===== src/rtl/riscv_pkg.sv =====
// rtl/riscv_pkg.sv - LSU state encoding and funct3 load/store codes
package riscv_pkg;

    typedef enum logic [1:0] {
        LSU_IDLE = 2'd0,
        LSU_BUSY = 2'd1,
        LSU_DONE = 2'd2
    } lsu_state_e;

    localparam logic [2:0] F3_LB  = 3'b000;
    localparam logic [2:0] F3_LH  = 3'b001;
    localparam logic [2:0] F3_LW  = 3'b010;
    localparam logic [2:0] F3_LD  = 3'b011;
    localparam logic [2:0] F3_LBU = 3'b100;
    localparam logic [2:0] F3_LHU = 3'b101;
    localparam logic [2:0] F3_LWU = 3'b110;

    localparam logic [1:0] SZ_B = 2'b00;
    localparam logic [1:0] SZ_H = 2'b01;
    localparam logic [1:0] SZ_W = 2'b10;
    localparam logic [1:0] SZ_D = 2'b11;

endpackage


===== src/rtl/riscv_lsu_align.sv =====
// rtl/riscv_lsu_align.sv - load lane extract/extend and store strobe/shift
module riscv_lsu_align
    import riscv_pkg::*;
#(
    parameter int XLEN = 64
) (
    input  logic [2:0]      ld_funct3,
    input  logic [2:0]      ld_lane,
    input  logic [XLEN-1:0] rdata,
    output logic [XLEN-1:0] ld_data,
    input  logic [1:0]      st_size,
    input  logic [2:0]      st_lane,
    input  logic [XLEN-1:0] wdata,
    output logic [7:0]      st_strb,
    output logic [XLEN-1:0] st_wdata
);
    logic [XLEN-1:0] lane_data;

    assign lane_data = rdata >> {ld_lane, 3'b000};

    // 011 and 111 both fall through to the full doubleword
    always_comb begin
        case (ld_funct3)
            F3_LB:   ld_data = {{(XLEN-8){lane_data[7]}}, lane_data[7:0]};
            F3_LBU:  ld_data = {{(XLEN-8){1'b0}}, lane_data[7:0]};
            F3_LH:   ld_data = {{(XLEN-16){lane_data[15]}}, lane_data[15:0]};
            F3_LHU:  ld_data = {{(XLEN-16){1'b0}}, lane_data[15:0]};
            F3_LW:   ld_data = {{(XLEN-32){lane_data[31]}}, lane_data[31:0]};
            F3_LWU:  ld_data = {{(XLEN-32){1'b0}}, lane_data[31:0]};
            default: ld_data = lane_data;
        endcase
    end

    always_comb begin
        case (st_size)
            SZ_B:    st_strb = 8'h01 << st_lane;
            SZ_H:    st_strb = 8'h03 << st_lane;
            SZ_W:    st_strb = 8'h0F << st_lane;
            default: st_strb = 8'hFF;
        endcase
    end

    assign st_wdata = wdata << {st_lane, 3'b000};
endmodule


===== src/rtl/riscv_lsu.sv =====
// rtl/riscv_lsu.sv - single-outstanding load/store unit; RISCV_LSU_TIMEOUT_EN adds a bus timeout
module riscv_lsu
    import riscv_pkg::*;
#(
    parameter int XLEN           = 64,
    parameter int TIMEOUT_CYCLES = 255
) (
    input  logic            i_riscv_lsu_clk,
    input  logic            i_riscv_lsu_rst_n,
    input  logic            i_riscv_lsu_memread,
    input  logic            i_riscv_lsu_memwrite,
    input  logic [2:0]      i_riscv_lsu_funct3,
    input  logic [XLEN-1:0] i_riscv_lsu_addr,
    input  logic [XLEN-1:0] i_riscv_lsu_wdata,
    input  logic            i_riscv_lsu_flush,
    output logic            o_riscv_lsu_stall,
    output logic [XLEN-1:0] o_riscv_lsu_memload,
    output logic            o_riscv_lsu_misaligned,
    output logic            o_riscv_lsu_accfault,
    output logic            o_riscv_lsu_req,
    output logic            o_riscv_lsu_we,
    output logic [XLEN-1:0] o_riscv_lsu_baddr,
    output logic [XLEN-1:0] o_riscv_lsu_bwdata,
    output logic [7:0]      o_riscv_lsu_bstrb,
    input  logic            i_riscv_lsu_ack,
    input  logic [XLEN-1:0] i_riscv_lsu_rdata,
    input  logic            i_riscv_lsu_err
);
    lsu_state_e      state_q, state_d;
    logic            req_q, we_q, accf_q, kill_q;
    logic [XLEN-1:0] baddr_q, bwdata_q, memload_q;
    logic [7:0]      bstrb_q;
    logic [2:0]      f3_q, lane_q;
    logic            access, mis_cond, start, killed, finish, timeout;
    logic [XLEN-1:0] ld_data, st_wdata;
    logic [7:0]      st_strb;

    riscv_lsu_align #(.XLEN(XLEN)) u_align (
        .ld_funct3 (f3_q),
        .ld_lane   (lane_q),
        .rdata     (i_riscv_lsu_rdata),
        .ld_data   (ld_data),
        .st_size   (i_riscv_lsu_funct3[1:0]),
        .st_lane   (i_riscv_lsu_addr[2:0]),
        .wdata     (i_riscv_lsu_wdata),
        .st_strb   (st_strb),
        .st_wdata  (st_wdata)
    );

    always_comb begin
        case (i_riscv_lsu_funct3[1:0])
            SZ_H:    mis_cond = i_riscv_lsu_addr[0];
            SZ_W:    mis_cond = |i_riscv_lsu_addr[1:0];
            SZ_D:    mis_cond = |i_riscv_lsu_addr[2:0];
            default: mis_cond = 1'b0;
        endcase
    end

    assign access = (state_q == LSU_IDLE) && (i_riscv_lsu_memread || i_riscv_lsu_memwrite)
                    && !i_riscv_lsu_flush;
    assign start  = access && !mis_cond;
    // A flush arriving in the same cycle as the ack still kills the result
    assign killed = kill_q || i_riscv_lsu_flush;
    assign finish = (state_q == LSU_BUSY) && (i_riscv_lsu_ack || timeout);

`ifdef RISCV_LSU_TIMEOUT_EN
    localparam int CW = $clog2(TIMEOUT_CYCLES + 1);
    logic [CW-1:0] tmo_q;

    assign timeout = (state_q == LSU_BUSY) && !i_riscv_lsu_ack
                     && (tmo_q == CW'(TIMEOUT_CYCLES - 1));

    always_ff @(posedge i_riscv_lsu_clk or negedge i_riscv_lsu_rst_n) begin
        if (!i_riscv_lsu_rst_n)         tmo_q <= '0;
        else if (state_q == LSU_BUSY)   tmo_q <= tmo_q + 1'b1;
        else                            tmo_q <= '0;
    end
`else
    assign timeout = 1'b0;
`endif

    always_comb begin
        state_d                = state_q;
        o_riscv_lsu_stall      = 1'b0;
        o_riscv_lsu_misaligned = 1'b0;
        case (state_q)
            LSU_IDLE: begin
                o_riscv_lsu_misaligned = access && mis_cond;
                o_riscv_lsu_stall      = start;
                if (start) state_d = LSU_BUSY;
            end
            LSU_BUSY: begin
                o_riscv_lsu_stall = 1'b1;
                if (finish) state_d = killed ? LSU_IDLE : LSU_DONE;
            end
            default: state_d = LSU_IDLE;
        endcase
    end

    always_ff @(posedge i_riscv_lsu_clk or negedge i_riscv_lsu_rst_n) begin
        if (!i_riscv_lsu_rst_n) begin
            state_q   <= LSU_IDLE;
            req_q     <= 1'b0;
            we_q      <= 1'b0;
            baddr_q   <= '0;
            bwdata_q  <= '0;
            bstrb_q   <= '0;
            memload_q <= '0;
            accf_q    <= 1'b0;
            kill_q    <= 1'b0;
            f3_q      <= '0;
            lane_q    <= '0;
        end else begin
            state_q <= state_d;
            if (start) begin
                req_q    <= 1'b1;
                we_q     <= i_riscv_lsu_memwrite;
                baddr_q  <= {i_riscv_lsu_addr[XLEN-1:3], 3'b000};
                bstrb_q  <= st_strb;
                bwdata_q <= st_wdata;
                f3_q     <= i_riscv_lsu_funct3;
                lane_q   <= i_riscv_lsu_addr[2:0];
                kill_q   <= 1'b0;
            end
            if (state_q == LSU_BUSY && i_riscv_lsu_flush) kill_q <= 1'b1;
            if (finish) begin
                req_q  <= 1'b0;
                kill_q <= 1'b0;
                if (!killed) begin
                    accf_q <= i_riscv_lsu_ack ? i_riscv_lsu_err : 1'b1;
                    if (i_riscv_lsu_ack)
                        memload_q <= i_riscv_lsu_err ? '0 : ld_data;
                end
            end
            if (state_q == LSU_DONE) accf_q <= 1'b0;
        end
    end

    assign o_riscv_lsu_req      = req_q;
    assign o_riscv_lsu_we       = we_q;
    assign o_riscv_lsu_baddr    = baddr_q;
    assign o_riscv_lsu_bwdata   = bwdata_q;
    assign o_riscv_lsu_bstrb    = bstrb_q;
    assign o_riscv_lsu_memload  = memload_q;
    assign o_riscv_lsu_accfault = (state_q == LSU_DONE) && accf_q;
endmodule


===== config.mk =====
export PLATFORM = sky130hd
export DESIGN_NAME = riscv_lsu
export DESIGN_NICKNAME = d
export VERILOG_FILES = /design/src/rtl/riscv_pkg.sv /design/src/rtl/riscv_lsu_align.sv /design/src/rtl/riscv_lsu.sv
export SDC_FILE = /design/constraint.sdc
export NUM_CORES = 1
export LEC_CHECK = 0
export CAP_MARGIN = 30
export CORE_ASPECT_RATIO = 1.4
export CORE_MARGIN = 2
export CORE_UTILIZATION = 46
export DETAILED_ROUTE_END_ITERATION = 16
export MAX_ROUTING_LAYER = met4
export PLACE_DENSITY = 0.87
export SLEW_MARGIN = 40
export SYNTH_ARGS = -nofsm -noshare
export SYNTH_HDL_FRONTEND = slang
export SYNTH_SLANG_ARGS = --single-unit

===== constraint.sdc =====
create_clock -name i_riscv_lsu_clk -period 3.1 [get_ports i_riscv_lsu_clk]
set_clock_uncertainty 0.05 [all_clocks]
set_input_delay 0.62 -clock i_riscv_lsu_clk [delete_from_list [all_inputs] [get_ports i_riscv_lsu_clk]]
set_output_delay 0.62 -clock i_riscv_lsu_clk [all_outputs]
set_load 0.02 [all_outputs]

==> impl_summary.md, run 1 <==
Hold path
The worst hold path belongs to the class in -> async.

Worst setup path
The cell type with the highest occurrence count on the critical path is sky130_fd_sc_hd__a21oi_1. The setup slack on the worst flop-to-flop path is 0.54 ns. The peak fanout along the critical path is 3. The critical path class is in -> out. The cell at the slowest stage of the critical path is sky130_fd_sc_hd__clkdlybuf4s50_1. The critical path startpoint category is an input pin.

The largest single stage delay on the critical path is 0.48 ns. STA puts the critical path data required time at 2.43 ns. At the worst endpoint, the arrival time is 2.28 ns. The element type at the critical path end is an output port.

Traced cell by cell, the critical path runs through clkdlybuf4s50_1 -> inv_1 -> ha_1 -> a21oi_1 -> o21bai_1 -> a21o_4 -> a21oi_1 -> clkbuf_2.

Finish
Once layout is done, the placed cells without fillers occupy 0.01700 mm^2. In the final layout, the share of cells above drive strength 1 is 0.1059. At the end of the flow the core is filled with cells to 0.6698. Leaving out filler cells and counting taps, the final layout contains 1992.

At the end of the flow, the number of nets in the layout was 1865. The area growth from synthesis to layout is 43.38%.

Clock network
After clock tree synthesis, the clock-pin slew on the worst setup and hold paths is 0.06 ns. The clock reaches the later pin of the worst-skew pair after 0.51 ns. The total number of H-tree levels is 1. The number of CTS-inserted buffers is 22. TritonCTS built the clock tree. Post-CTS timing repair inserted 0 buffers for setup. CTS saw 209 sinks. The root cell of the clock tree is sky130_fd_sc_hd__clkbuf_16. Counting along the longest clock path gives a buffer depth of 3.

Status
The flow ran to the end, and the final reports show no timing, DRC or antenna violations.

Yosys
Each instance of the synthesized netlist takes up on average 9.212 um^2. Ranked by instance count, the synthesized netlist is headed by sky130_fd_sc_hd__nand2_1, sky130_fd_sc_hd__dfrtp_1, sky130_fd_sc_hd__nor2_1. In this run the cell area of the synthesized design comes to 0.01186 mm^2. The compound-gate portion of the synthesized area was 0.1730. Sorting the synthesized cells by area gives the leading types as sky130_fd_sc_hd__dfrtp_1, sky130_fd_sc_hd__nand2_1, sky130_fd_sc_hd__mux4_2, sky130_fd_sc_hd__mux2i_1, sky130_fd_sc_hd__nor2_1. The synthesized flop and latch total is 209. For this run, the register share of the synthesized area comes to 0.4411. The simple-gate share of the synthesized area is 0.1808. The dominant combinational cell family by area after synthesis is simple AND/OR/NAND/NOR gates.

Among all flip-flop cells after synthesis, the most frequent one is sky130_fd_sc_hd__dfrtp_1. The synthesized design spends more area on one cell type than any other, namely sky130_fd_sc_hd__dfrtp_1. The mux share of post-synthesis cell area is 0.1505. Of the total synthesized cell area, the portion taken by full adders, half adders and majority gates is 0.005276. The share of synthesized area in the top cell type comes to 0.4411. The cell count after synthesis is 1287.

The number of warnings issued by yosys is 0. Counting flops with an async set or reset pin after synthesis yields a share of 1.000. Of the total synthesized cell area, the portion taken by XOR and XNOR cells is 0. The count of cell types in the netlist is 57. The most instantiated library cell after synthesis is sky130_fd_sc_hd__nand2_1.

In this run, synthesis inferred 0 flip-flops with an integrated enable.

Die
The total I/O pin count is 407. The core region is 0.02538 mm^2. From bottom edge to top edge, the die measures 194.0 um. The cell row count is 69. The area enclosed by the die boundary is 0.02709 mm^2. The initial cell density of the core is 0.4671. In this run the horizontal extent of the chip is 139.7 um.

Global route
The initial antenna violation count came to 2. The met2 usage is 0.5671. The combined global-route utilization of all metal layers is 0.3358. The busiest metal layer after global routing is met2.

For this run the aggregate overflow at the end of global routing stands at 0. The first global-routing pass estimated 69140 um of wire. The via count of the first global-routing pass was 11910. The met3 usage is 0.05730.

The largest net degree at the start of global routing is 98. In the global route stage, met1 resource usage came out at 0.3776.

STA
Of the available clock period, the critical path in the final layout requires 0.9528. The worst path meets setup with 0.1464 ns of slack. Subtracting the final worst setup slack from the clock period gives 2.954 ns.

The final count of hold timing violations is 0. Based on the critical path, the design can be clocked at up to 0.3386 GHz. The number of pins with negative max-slew slack in the final report is 0. The total of endpoints with negative setup slack in the final report is 0. For the pin with the worst max-slew slack, the measured transition is 0.7012 ns. After routing, the total negative slack on setup checks comes to 0 ns. The worst max-slew margin expressed relative to the limit is 0.5308. Setup repair after global routing left no endpoint under its margin. The final hold slack is 0.004426 ns.

Pwr
Dividing total power by cell area gives a power density of 824.9 mW/mm^2. The post-route total power is 14.02 mW. The worst IR drop on VDD is 0.0005430 V. The total leakage power is 7.403 nW.

Flow run
Max-cap violations in this run came to 0.

Place
The number of cells in the design after placement is 1953. After legalization and detailed placement, the total HPWL measured 33930 um. After detailed placement, the total cell area comes to 0.01631 mm^2. In this run the tool buffered the top-level ports with 403 buffer cells. The global placer's final weighted congestion is 1.058. The worst slack after detailed placement is -0.2784 ns.

Routing
The routed wire length per instance is 22.81 um. The overall routed net length is 45440 um. The remaining antenna violation count is 0. In the routed layout, each cell is associated on average with a via count of 5.895. The via count is 11740. The pre-antenna-repair detailed-routing pass consisted of 5 iterations.

The post-detailed-route DRC marker count is 0. For this block, the initial DRC count from the detailed router was 989.
registers in the layout, indices dropped and copies added (netlist names):
| name | cells |
|---|---|
| accf_q | 1 |
| f3_q | 3 |
| kill_q | 1 |
| lane_q | 3 |
| o_riscv_lsu_baddr | 61 |
| o_riscv_lsu_bstrb | 8 |
| o_riscv_lsu_bwdata | 64 |
| o_riscv_lsu_memload | 64 |
| o_riscv_lsu_req | 1 |
| o_riscv_lsu_we | 1 |
| state_q | 2 |
placed cells by master, fill, tap and decap left out, drive strengths merged, types with 4 or more instances in the layout:
cell	instances
a21oi	61
o2111ai	6
o31ai	21
inv	10
clkinv	8
a211oi	14
and2	5
a221oi	8
a32oi	24
nor2	83
nand2	346
mux2i	71
a2bb2oi	16
o22a	7
mux4	34
buf	60
o211ai	28
o21ai	61
nor2b	9
nor3	14
dfrtp	209
o21a	8
a31oi	14
clkbuf	31
nand2b	25
mux2	27
a221o	7
clkdlybuf4s50	397
o221ai	4
nand3	32
ha	5
layer usage:
metal / vias to the layer above / part of all wire
li1: 5304 / -
met2: 666 / 0.51
met1: 5618 / 0.35
met5: - / 0
met4: 0 / 0.063
met3: 155 / 0.078
critical path, delay by kind of cell:
kind                       cells  cell delay (ns)
AOI/OAI and AO/OA              4             0.70
adders and majority gates      1             0.23
buffers and inverters          3             0.74
report_power, final:
part / switching (mW) / internal, mW / total, mW
Sequential: 0.728 / 3.70 / 4.43
Clock: 1.13 / 1.46 / 2.59
Combinational: 3.82 / 3.18 / 7.00
Total: 5.67 / 8.35 / 14.0
cell families after synthesis:
logic type | Yosys count
DFF | 209
and+or+nand+nor | 521
muxes | 132
other | 1
adders and majority gates | 5
AOI/OAI and AO/OA | 294
buffers and inverters | 125
final timing paths:
path,start,endpoint,cells past startpoint
max in group asynchronous,i_riscv_lsu_rst_n,o_riscv_lsu_bwdata[52]$_DFFE_PN0P_,2
min in group i_riscv_lsu_clk,i_riscv_lsu_addr[2],o_riscv_lsu_bwdata[10]$_DFFE_PN0P_,4
hold reg to reg,o_riscv_lsu_baddr[18]$_DFFE_PN0P_,o_riscv_lsu_baddr[18]$_DFFE_PN0P_,2
hold / removal,i_riscv_lsu_rst_n,accf_q$_DFFE_PN0P_,1
setup / recovery,i_riscv_lsu_funct3[0],o_riscv_lsu_stall,8
setup reg to reg,lane_q[1]$_DFFE_PN0P_,o_riscv_lsu_memload[61]$_DFFE_PN0P_,6
final cells by class:
cell class	instances	area (um^2)
Tap cell	319	399.1
Sequential cell	209	5233
Multi-Input combinational cell	955	6082
Fill cell	2012	8382
Timing Repair Buffer	459	4549
Antenna cell	2	5.005
Inverter	11	41.29
Clock buffer	29	606.8
Clock inverter	8	83.83
timing repair:
action                     CTS  global route
resized for setup            3             3
cloned                       0             0
setup endpoints to repair    2             2
hold buffers                 0             0
No activity file was read; power rests on OpenSTA's default activity.
==> run 2: changes to the inputs <==
--- a/constraint.sdc
+++ b/constraint.sdc
@@ -3,3 +3,3 @@
 set_input_delay 0.62 -clock i_riscv_lsu_clk [delete_from_list [all_inputs] [get_ports i_riscv_lsu_clk]]
 set_output_delay 0.62 -clock i_riscv_lsu_clk [all_outputs]
-set_load 0.02 [all_outputs]
+set_load 0.05 [all_outputs]
==> impl_summary.md, run 2 (synthesized netlist as in run 1, its figures left out) <==
STA
Setup repair after global routing left no endpoint under its margin. The number of pins with negative max-slew slack in the final report came to 0. The final hold slack is 0.03334 ns. The worst path needs 2.937 ns of the cycle, external delays included.

The total of endpoints with negative setup slack in the final report is 0. The final count of hold timing violations is 0. Measured against its own limit, the worst slew margin works out to 0.4044. For the pin with the worst max-slew slack, the measured transition is 0.8916 ns. Summed over all failing endpoints, the final setup total negative slack is 0 ns. Dividing the final minimum period by the clock period gives 0.9475. The fmax is 0.3405 GHz.

Flow run
The max-cap check violation count is 0.

Finish
The layout filler cell count is 2007. For this run, the post-layout net count is 1849. In the final layout, the share of cells above drive strength 1 is 0.1013.

The library cells used most frequently in the layout, excluding fill and tap cells, are sky130_fd_sc_hd__clkdlybuf4s50_1, sky130_fd_sc_hd__nand2_1, sky130_fd_sc_hd__dfrtp_1, sky130_fd_sc_hd__nor2_1, sky130_fd_sc_hd__mux2i_1. The leading cell type in the layout, fill and taps excluded is sky130_fd_sc_hd__clkdlybuf4s50_1. The post-synthesis to final-layout area growth is 43.74%.

Pwr
Dividing total power by cell area gives a power density of 970.3 mW/mm^2. The share of total power dissipated in sequential elements is 0.265. The internal power of the cells is 8.597 mW.

The share of total power dissipated in combinational logic is 0.558. Of the total power, the share spent switching nets is 0.4801. The share of total power dissipated in the clock network is 0.176. The worst-case IR drop observed on VDD is 0.0008330 V. The total leakage power is 7.395 nW. The power spent charging and discharging nets is 7.940 mW.

Global route
The sum of overflow across all layers after global routing is 0. The first global-routing pass estimated 67280 um of wire. In the global route stage, overall resource usage came out at 0.3253. The via count of the first global-routing pass is 11850. The initial antenna violation count is 1. The largest net degree at the start of global routing is 79.

Hold path
The tightest min-delay check is of the in -> async type.

Status
The run finished with clean final reports.

Routing
Detailed routing placed a total of 3262 um of wire on met3. The via count is 11800. The per-cell via count in the routed design is 5.962.

The total length of routed met2 wires is 22080 um. In the routed design, unresolved DRC markers number 0. The number of DRC markers in iteration 0 is 900. Routed signal wires occupy layers up through met4. The routed metal-1 wirelength is 15420 um. The remaining antenna violation count is 0. Before antenna repair, the detailed router went through 6 iterations. The overall routed net length is 44270 um. The routed wire length per instance is 22.37 um.

Die
The total I/O pin count is 407. In this run the core area contains 69 standard-cell rows. The horizontal die dimension is 139.7 um. The placeable core region is 0.02538 mm^2. The die covers 0.02709 mm^2.

The initial cell density of the core is 0.4671. In this run the vertical extent of the chip is 194.0 um.

Worst setup path
The launch point of the worst reg-to-reg path is lane_q[1]$_DFFE_PN0P_. At the worst endpoint, the required time is 2.43 ns. Of all nets on the critical path, the largest fanout is 4. The number of cells on the worst reg-to-reg path is 6. The destination of the worst register-to-register timing path is o_riscv_lsu_memload[28]$_DFFE_PN0P_. The worst setup path is launched from an input pin. The critical path starts at i_riscv_lsu_funct3[1]. The critical path data arrival time is 2.27 ns. The most critical setup path has its endpoint at o_riscv_lsu_misaligned. The element type at the critical path end is an output port. The critical path class is in -> out. The setup slack on the worst flop-to-flop path is 0.82 ns.

Clock network
The number of CTS-inserted buffers is 23. Post-CTS timing repair inserted 0 buffers for setup. The number of buffers on the longest clock path is 3. In this run the number of H-tree levels came out at 1.

CTS placed an instance of sky130_fd_sc_hd__clkbuf_16 at the clock tree root. The clock sink count is 209. Clock-pin slew was measured on the worst setup and hold paths at 0.07 ns. The number of cells upsized or downsized after cts is 0. The number of buffers inserted by hold repair at cts is 0. Clock latency on the worst-skew pair, taken at its later pin, is 0.52 ns. TritonCTS built the clock tree.

Place
The detailed-placement wirelength estimate is 32590 um. Buffers placed on the I/O ports in this run total 403. The congestion estimate from routability-driven global placement came to 1.016.
## run 2: cell count changes in the layout (fill, tap and decap cells not counted), sizes merged
cell      before  now
clkinvlp       0    2
diode          2    1
clkbuf        31   28
bufinv         1    3
inv           10   12
buf           60   45
## run 2: through the flow
step	utilization	worst slack, ns	area (um^2)	std cells	power, mW
floorplan	-	0.1254	11870	1289	10.26
global placement	0.6396	0.1435	16230	1936	13.44
detailed placement	0.6396	0.1618	16230	1936	13.58
CTS	0.6714	0.1505	17040	1978	16.56
global route	0.6714	0.03982	17040	1979	17.17
finish	0.6714	0.1629	17040	1979	16.54
## run 2: worst min path at each step
stage / cells after the start / endpoint / slack [ns]
final: 1 / o_riscv_lsu_memload[1]$_DFFE_PN0P_ / 0.03
after global routing: 1 / o_riscv_lsu_memload[1]$_DFFE_PN0P_ / 0.08
after CTS: 1 / o_riscv_lsu_memload[1]$_DFFE_PN0P_ / 0.05
after detailed placement: 2 / o_riscv_lsu_bwdata[57]$_DFFE_PN0P_ / 0.40
after global placement: 2 / o_riscv_lsu_bwdata[3]$_DFFE_PN0P_ / 0.40
after floorplan: 0 / accf_q$_DFFE_PN0P_ / 0.27
## run 2: routing by layer
layer,global-route usage,vias up
met4,0.2178,0
met3,0.05038,193
met1,0.3591,5691
met5,-,-
met2,0.5413,656
li1,-,5259
## run 2: area by class of cell
class                   count  area [um^2]  area share
clock buffers              28        634.4     0.03722
inverters                  11        41.29    0.002423
well taps                 319        399.1     0.02342
flip-flops and latches    209         5233      0.3070
clock inverters            14        172.7     0.01013
repair buffers            442         4477      0.2627
multi-input cells         955         6083      0.3569
diodes                      1        2.502   0.0001468
## run 2: worst max-delay path: stages
cell,delay [ns]
sky130_fd_sc_hd__clkdlybuf4s50_1,0.53
sky130_fd_sc_hd__ha_1,0.22
sky130_fd_sc_hd__a21oi_1,0.08
sky130_fd_sc_hd__o21bai_1,0.23
sky130_fd_sc_hd__buf_4,0.17
sky130_fd_sc_hd__nand2_1,0.05
sky130_fd_sc_hd__nor2_1,0.19
sky130_fd_sc_hd__buf_12,0.18
## run 2: power by group through the flow
stage / clock [mW] / sequential (mW) / combinational, mW
2_1_floorplan: 0 / 7.56 / 2.70
3_3_place_gp: 0 / 4.37 / 9.07
3_5_place_dp: 0 / 4.40 / 9.18
4_1_cts: 2.96 / 4.38 / 9.22
5_1_grt: 3.05 / 4.49 / 9.63
6_report: 2.92 / 4.39 / 9.23
